File: config.mk
export PLATFORM = sky130hd
export DESIGN_NAME = twiddle_multiplier
export DESIGN_NICKNAME = d
export VERILOG_FILES = /design/src/rtl/stft_pkg.sv /design/src/rtl/complex_mult.sv /design/src/rtl/twiddle_multiplier.sv
export SDC_FILE = /design/constraint.sdc
export NUM_CORES = 2
export LEC_CHECK = 0
export ABC_AREA = 1
export BUFFER_PORTS_ARGS = -buffer_cell sky130_fd_sc_hd__buf_2
export CELL_PAD_IN_SITES_DETAIL_PLACEMENT = 0
export CELL_PAD_IN_SITES_GLOBAL_PLACEMENT = 1
export CORE_UTILIZATION = 40
export DETAILED_ROUTE_END_ITERATION = 10
export HOLD_SLACK_MARGIN = 0.05
export PLACE_DENSITY = 0.74
export SLEW_MARGIN = 10
export SYNTH_ARGS = -nofsm -noshare
export SYNTH_HDL_FRONTEND = slang
export SYNTH_HIERARCHICAL = 1
export SYNTH_SLANG_ARGS = --single-unit
File: constraint.sdc
create_clock -name clk -period 5.2 [get_ports clk]
set_input_delay 1.04 -clock clk [delete_from_list [all_inputs] [get_ports clk]]
set_output_delay 1.04 -clock clk [all_outputs]
set_load 0.02 [all_outputs]
File: src/rtl/stft_pkg.sv
// Shared STFT definitions: default sizes, complex word type, saturation limits.
// Used by twiddle_multiplier and complex_mult (TWIDDLE_ROUND_EN selects rounding).
package stft_pkg;

    localparam int STFT_N = 32;
    localparam int STFT_W = 16;
    localparam int IDX_W  = $clog2(STFT_N);

    localparam logic signed [STFT_W-1:0] SAT_MAX = {1'b0, {(STFT_W-1){1'b1}}};
    localparam logic signed [STFT_W-1:0] SAT_MIN = {1'b1, {(STFT_W-1){1'b0}}};

    typedef struct packed {
        logic signed [STFT_W-1:0] re;
        logic signed [STFT_W-1:0] im;
    } cplx_t;

endpackage

File: src/rtl/complex_mult.sv
// Two-stage complex multiply: products, then combine/shift/saturate.
// Macro TWIDDLE_ROUND_EN adds a half-LSB before the shift (round-half-up).
import stft_pkg::*;

module complex_mult #(
    parameter int W  = STFT_W,
    parameter int IW = IDX_W
) (
    input  logic            clk,
    input  logic            rst_n,
    input  logic            en,
    input  logic            in_valid,
    input  logic [2*W-1:0]  sample,
    input  logic [2*W-1:0]  twiddle,
    input  logic            in_last,
    input  logic [IW-1:0]   in_index,
    output logic            out_valid,
    output logic [2*W-1:0]  out_data,
    output logic            out_last,
    output logic [IW-1:0]   out_index
);

    localparam logic signed [2*W:0] SMAX = (2*W+1)'((2**(W-1)) - 1);
    localparam logic signed [2*W:0] SMIN = -(2*W+1)'(2**(W-1));
    localparam logic signed [2*W:0] RND  = (2*W+1)'(2**(W-2));

    logic signed [W-1:0]   a, b, c, d;
    logic signed [2*W-1:0] ac, bd, ad, bc;
    logic                  s2_valid;
    logic                  s2_last;
    logic [IW-1:0]         s2_index;
    logic signed [2*W:0]   re_sum, im_sum;
    logic signed [2*W:0]   re_sh, im_sh;
    logic [W-1:0]          re_sat, im_sat;

    assign a = sample[2*W-1:W];
    assign b = sample[W-1:0];
    assign c = twiddle[2*W-1:W];
    assign d = twiddle[W-1:0];

    function automatic logic [W-1:0] sat(input logic signed [2*W:0] v);
        logic signed [2*W:0] r;
        r = v;
        if (v > SMAX) r = SMAX;
        else if (v < SMIN) r = SMIN;
        return r[W-1:0];
    endfunction

    // S2: register the four partial products alongside valid/last/index
    always_ff @(posedge clk or negedge rst_n) begin
        if (!rst_n) begin
            s2_valid <= 1'b0;
            s2_last  <= 1'b0;
            s2_index <= '0;
            ac       <= '0;
            bd       <= '0;
            ad       <= '0;
            bc       <= '0;
        end else if (en) begin
            s2_valid <= in_valid;
            s2_last  <= in_last;
            s2_index <= in_index;
            ac       <= a * c;
            bd       <= b * d;
            ad       <= a * d;
            bc       <= b * c;
        end
    end

    // S3 datapath: widen, combine, optionally round, scale back to Q1.(W-1)
    always_comb begin
        re_sum = (2*W+1)'(ac) - (2*W+1)'(bd);
        im_sum = (2*W+1)'(ad) + (2*W+1)'(bc);
`ifdef TWIDDLE_ROUND_EN
        re_sum = re_sum + RND;
        im_sum = im_sum + RND;
`else
        re_sum = re_sum + (RND & '0);
        im_sum = im_sum + (RND & '0);
`endif
        re_sh  = re_sum >>> (W-1);
        im_sh  = im_sum >>> (W-1);
        re_sat = sat(re_sh);
        im_sat = sat(im_sh);
    end

    // S3: register the saturated result; held while the pipeline stalls
    always_ff @(posedge clk or negedge rst_n) begin
        if (!rst_n) begin
            out_valid <= 1'b0;
            out_data  <= '0;
            out_last  <= 1'b0;
            out_index <= '0;
        end else if (en) begin
            out_valid <= s2_valid;
            out_data  <= {re_sat, im_sat};
            out_last  <= s2_last;
            out_index <= s2_index;
        end
    end

endmodule

File: src/rtl/twiddle_multiplier.sv
// Streaming sample x twiddle stage: frame index, ROM addressing, capture, handshake.
// Macro TWIDDLE_ROUND_EN selects round-half-up scaling in complex_mult.
import stft_pkg::*;

module twiddle_multiplier #(
    parameter int N         = STFT_N,
    parameter int word_size = STFT_W
) (
    input  logic                   clk,
    input  logic                   rst_n,
    input  logic                   in_valid,
    output logic                   in_ready,
    input  logic [2*word_size-1:0] in_data,
    input  logic                   in_last,
    output logic [$clog2(N)-1:0]   read_address,
    input  logic [2*word_size-1:0] twiddle,
    output logic                   out_valid,
    input  logic                   out_ready,
    output logic [2*word_size-1:0] out_data,
    output logic                   out_last,
    output logic [$clog2(N)-1:0]   out_index
);

    localparam int AW = $clog2(N);

    logic                   en;
    logic                   accept;
    logic [AW-1:0]          idx;
    logic                   s1_valid;
    logic                   s1_last;
    logic [AW-1:0]          s1_index;
    logic [2*word_size-1:0] s1_sample;
    logic [2*word_size-1:0] s1_twiddle;

    assign en           = !out_valid || out_ready;
    assign in_ready     = en;
    assign accept       = in_valid && en;
    assign read_address = idx;

    // Frame index: advance per accepted sample, restart on last or at N-1
    always_ff @(posedge clk or negedge rst_n) begin
        if (!rst_n) begin
            idx <= '0;
        end else if (accept) begin
            if (in_last || idx == AW'(N-1)) idx <= '0;
            else idx <= idx + 1'b1;
        end
    end

    // S1: capture sample, the twiddle seen this cycle, last flag and index
    always_ff @(posedge clk or negedge rst_n) begin
        if (!rst_n) begin
            s1_valid   <= 1'b0;
            s1_last    <= 1'b0;
            s1_index   <= '0;
            s1_sample  <= '0;
            s1_twiddle <= '0;
        end else if (en) begin
            s1_valid <= accept;
            if (accept) begin
                s1_last    <= in_last;
                s1_index   <= idx;
                s1_sample  <= in_data;
                s1_twiddle <= twiddle;
            end
        end
    end

    complex_mult #(
        .W  (word_size),
        .IW (AW)
    ) u_mult (
        .clk       (clk),
        .rst_n     (rst_n),
        .en        (en),
        .in_valid  (s1_valid),
        .sample    (s1_sample),
        .twiddle   (s1_twiddle),
        .in_last   (s1_last),
        .in_index  (s1_index),
        .out_valid (out_valid),
        .out_data  (out_data),
        .out_last  (out_last),
        .out_index (out_index)
    );

endmodule

After elaboration in Yosys (flattened, before gate mapping). Index checks and enable logic that the tools add are counted.

Register bits after elaboration: 250. Output and inout bits: 45.

$add $sub $neg: 3. $mul: 4. $lt $le $gt $ge: 4. Equality and inequality tests: 1. Multiplexer cells: 5. Reductions and logical operators: 5.

Operator list (number): 16-bit by 16-bit multiplier with 32-bit output (4); 16-bit two-way mux (4); 18-bit by 16-bit greater-than comparator with 1-bit output, second input constant (2); 18-bit by 16-bit less-than comparator with 1-bit output, second input constant (2); 32-bit by 32-bit adder with 33-bit output (1); 32-bit by 32-bit subtractor with 33-bit output (1); 5-bit by 1-bit adder with 5-bit output, second input constant (1); 5-bit == test, second input constant (1); 5-bit two-way mux (1); 1-bit logical OR (2); 2-bit AND reduction (1); 1-bit logical AND (1); 1-bit logical NOT (1).

Logic depth before layout (Yosys ltp).
Depth in word-level cells: 4. Gate-level depth with buffers: 28. Depth with buffers taken out: 26.

Modules after synthesis. The synthesis kept the hierarchy.

By module, submodules not included: complex_mult (instances 1, cells an instance 6810, area an instance 51916.0 um^2, seq. area each 4354.2 um^2); twiddle_multiplier (instances 1, cells an instance 332, area an instance 3034.2 um^2, seq. area each 1901.8 um^2).

Least setup slack after synthesis. OpenSTA, ideal clock, no wires.

Kind: flip-flop to flip-flop. Start point: register s1_sample[15]. End point: register u_mult.bc[27]. Data arrival time: 5.606 ns. Required time: 5.082 ns. Slack: -0.524 ns. Stages on the path, launching flop included: 21. Cell sequence: dfrtp_1 -> clkbuf_1 -> nand2_1 -> inv_1 -> fa_1 -> fa_1 -> fa_1 -> fa_1 -> fa_1 -> inv_1 -> fa_1 -> inv_1 -> ha_1 -> a21oi_1 -> o21ai_0 -> a21oi_1 -> nand3_1 -> a21o_1 -> or2_2 -> nand3_1 -> nand2_1.

Word-level cells in the longest chain between the ends: 1.

RTL lines: start, declared (line twiddle_multiplier.sv:32) `logic [2*word_size-1:0] s1_sample;`; start signal, assigned (line twiddle_multiplier.sv:63) `s1_sample <= in_data;`; 16-bit by 16-bit multiplier with 32-bit output (line complex_mult.sv:66) `bc <= b * c;`; end signal, assigned (line complex_mult.sv:66); end, declared (line complex_mult.sv:28) `logic signed [2*W-1:0] ac, bd, ad, bc;`.

No other way between the ends. A chain may end at the register's enable or synchronous reset.

Final worst setup path.
Start point: register s1_twiddle[20]. End point: register u_mult.bc[24].

Word-level cells in the longest chain between the ends: 1.

RTL lines: start, declared (line twiddle_multiplier.sv:33) `logic [2*word_size-1:0] s1_twiddle;`; start signal, assigned (line twiddle_multiplier.sv:64) `s1_twiddle <= twiddle;`; 16-bit by 16-bit multiplier with 32-bit output (line complex_mult.sv:66).

No other way between the ends.

==> summary.txt <==
Run status
  • Status: complete, but fails checks
  • Failing checks: setup timing

Clock network
  • CTS max path bufs: 3
  • Clk pin slew, worst setup/hold paths: 0.07 ns
  • Number of buffers created by CTS: 38
  • CTS tree: yes
  • Clk root buf: clkbuf_16
  • Clock Latency Late Sink: 0.63 ns
  • CTS H-Tree Depth: 2
  • Hold_buf cts: 0
  • Clock Sink Count: 250

Yosys
  • Syn_nets: 8651
  • Leading area contributor after synthesis: fa_1
  • Sequential fraction of the synthesis area: 0.114
  • Yosys top cell area share: 0.382
  • Count of cell types in the netlist: 55
  • Synth warn: 6
  • Area contributors post-synth: fa_1 (38%), nand2_1 (14%), inv_1 (13%)
  • Register bit total from synthesis: 250
  • Syn Area/Cell: 7.69 um^2
  • Post-Syn Area: 0.0550 mm^2
  • Syn Inst Count: 7142

Floorplanning
  • Rows: 135
  • Die width: 373 um
  • Core area: 0.136 mm^2
  • Die H: 373 um
  • Starting Density: 0.405
  • Num ports: 114
  • Die footprint: 0.139 mm^2

Hold path
  • Hold Crit Class: input port to asynchronous set/reset pin

Global route
  • Grt ovf: 0
  • Initial antenna violation count: 3
  • Pin count of the biggest net entering global routing: 106
  • First-pass GRT wire length: 263 mm
  • Vias in the first global route: 48400
  • Total GRT Usage: 0.238

STA
  • Max Clock Freq: 176 MHz
  • RSZ-0062 raised after global routing: true
  • Final Hold Fails: 0
  • Clock Skew: 0.0408 ns
  • Max transition margin: 0.335
  • Worst-margin pin slew: 0.997 ns
  • # setup viols final: 85
  • Fin crit share: 1.10
  • Post-route worst setup slack: -0.494 ns
  • Post-layout min period: 5.69 ns
  • Max-slew violations: 0

Worst setup path
  • Critical Path Sink Type: flip-flop
  • Crit path launch type: flip-flop
  • R2R depth: 25
  • Req. time, crit path: 5.70 ns
  • Critical path type: flip-flop to flip-flop
  • FF-to-FF End: u_mult/bc[24]
  • Critical path data arrival time: 6.19 ns
  • R2R Setup Slk: -0.49 ns
  • CP max FO: 16
  • Reg-to-Reg Start: s1_twiddle[20]

Finish
  • Area occupied by multi-input gates: 0.0429 mm^2
  • Most common cell after layout, fill and taps aside: nand2_1
  • Register Area: 0.00627 mm^2
  • Layout area overhead: 24.8%
  • Final Core Density: 0.505
  • Most frequent cells in the layout: nand2_1 (1988), inv_1 (1868), fa_1 (1003)
  • FILL cells: 13200
  • Final net count: 9417
  • Layout cells sized above 1: 0.210

Routing
  • Via/cell ratio: 4.77
  • WL per Instance: 16.8 um
  • DRT Pass-1 Iters: 6
  • Residual DRC: 0
  • Via count: 46300
  • ANT nets after route: 0
  • Iter 0 DRT Violations: 2750
  • Final WL: 163 mm

Placement
  • IO Port Bufs: 113
  • Placement Setup Slack: -0.690 ns
  • Final Wtd Congestion: 0.910
  • Post-DP HPWL: 135 mm

Run
  • Max cap viols: 0
## routing by layer
metal | global-route usage | vias to the layer above | wire length [um]
li1 | - | 22200 | -
met1 | 0.343 | 23000 | 76200
met2 | 0.387 | 1022 | 75400
met3 | 0.0278 | 144 | 8720
met4 | 0.0444 | 2 | 2810
met5 | 0 | - | 13
## synthesized netlist by cell type (all sizes together)
cell and count:
xnor2 54, o31ai 2, and3 9, nand2 2108
xor2 40, or2 51, a21o 20, o22ai 2
a21boi 9, a21oi 198, nor2 282, clkbuf 219
o21ai 164, nand3 160, nor3 27, clkinv 1
fa 1048, o21bai 35, inv 1939, a221oi 8
nand3b 7, a31oi 17, buf 28, nor4 6
and2 2, dfrtp 250, ha 392, o21a 9
o211ai 7, a211oi 1, nand4 43, a31o 4
## cell families after synthesis
family / count (synthesis) / share of synthesized area
XOR/XNOR: 94 / 0.0150
flip-flops: 250 / 0.114
AO/OA/AOI/OAI: 476 / 0.0498
adder cells (fa/ha/maj): 1440 / 0.471
AND/OR/NAND/NOR: 2695 / 0.198
buffers and inverters: 2187 / 0.152
## worst max-delay path by stage
stage	startpoint	endpoint	slack [ns]	depth (start not counted)
after detailed placement	s1_sample[7]	u_mult/bc[24]	-0.69	23
after CTS	s1_twiddle[2]	u_mult/bd[29]	-0.49	22
final	s1_twiddle[20]	u_mult/bc[24]	-0.49	25
after global routing	s1_twiddle[5]	u_mult/bd[30]	-0.73	24
after global placement	s1_sample[7]	u_mult/bc[24]	-0.63	23
after floorplan	s1_sample[15]	u_mult/bd[27]	-0.09	19
## flip-flops by register name, indices dropped and copies added (netlist names)
signal            count
read_address          5
s1_index              5
s1_last               1
s1_sample            32
s1_twiddle           32
s1_valid              1
u_mult/ac            32
u_mult/ad            32
u_mult/bc            32
u_mult/bd            32
u_mult/out_data      32
u_mult/out_index      5
u_mult/out_last       1
u_mult/out_valid      1
u_mult/s2_index       5
u_mult/s2_last        1
u_mult/s2_valid       1
## worst max-delay path: stages (launching register included)
cell and delay [ns]:
dfrtp_1 0.40, buf_12 0.17, buf_4 0.16, buf_4 0.16, nand2_1 0.07, inv_1 0.05, fa_1 0.54, inv_1 0.06
fa_2 0.35, fa_1 0.44, fa_1 0.49, inv_1 0.06, fa_1 0.59, fa_1 0.47, ha_4 0.25, buf_4 0.13
nand2_2 0.10, inv_1 0.07, a21oi_1 0.14, nand2_1 0.09, nand2_1 0.07, nand3_2 0.11, a21o_1 0.19, or2_2 0.27
nand3_1 0.07, nand2_1 0.06
## metrics by stage
| step | setup TNS, ns | instances | hold WS, ns | instance area [um^2] |
|---|---|---|---|---|
| 6_report | -27.49 | 9719 | 0.456 | 68600 |
| 5_1_grt | -47.93 | 9717 | 0.485 | 68600 |
| 4_1_cts | -25.46 | 9643 | 0.468 | 67000 |
| 3_5_place_dp | -38.57 | 9533 | 0.454 | 64000 |
| 3_3_place_gp | -35.33 | 9533 | 0.449 | 64000 |
| 2_1_floorplan | -0.661 | 7142 | 0.442 | 56000 |
## cell type report
| cell class | count | share of cell area |
|---|---|---|
| multi-input combinational | 4705 | 0.625 |
| clock inverter | 17 | 0.00334 |
| tap | 1781 | 0.0325 |
| timing repair buffer | 973 | 0.125 |
| antenna | 2 | 0.0000730 |
| clock buffer | 51 | 0.0156 |
| sequential | 250 | 0.0915 |
| inverter | 1940 | 0.106 |
## repair_timing
action,CTS,global route
gates resized for setup,349,215
setup buffers,42,66
cloned,1,8
setup endpoints to repair,89,94
pin swaps,116,119
Power is not shown: default switching activity piles up to over one toggle a cycle in this logic, so the estimate is an artifact.
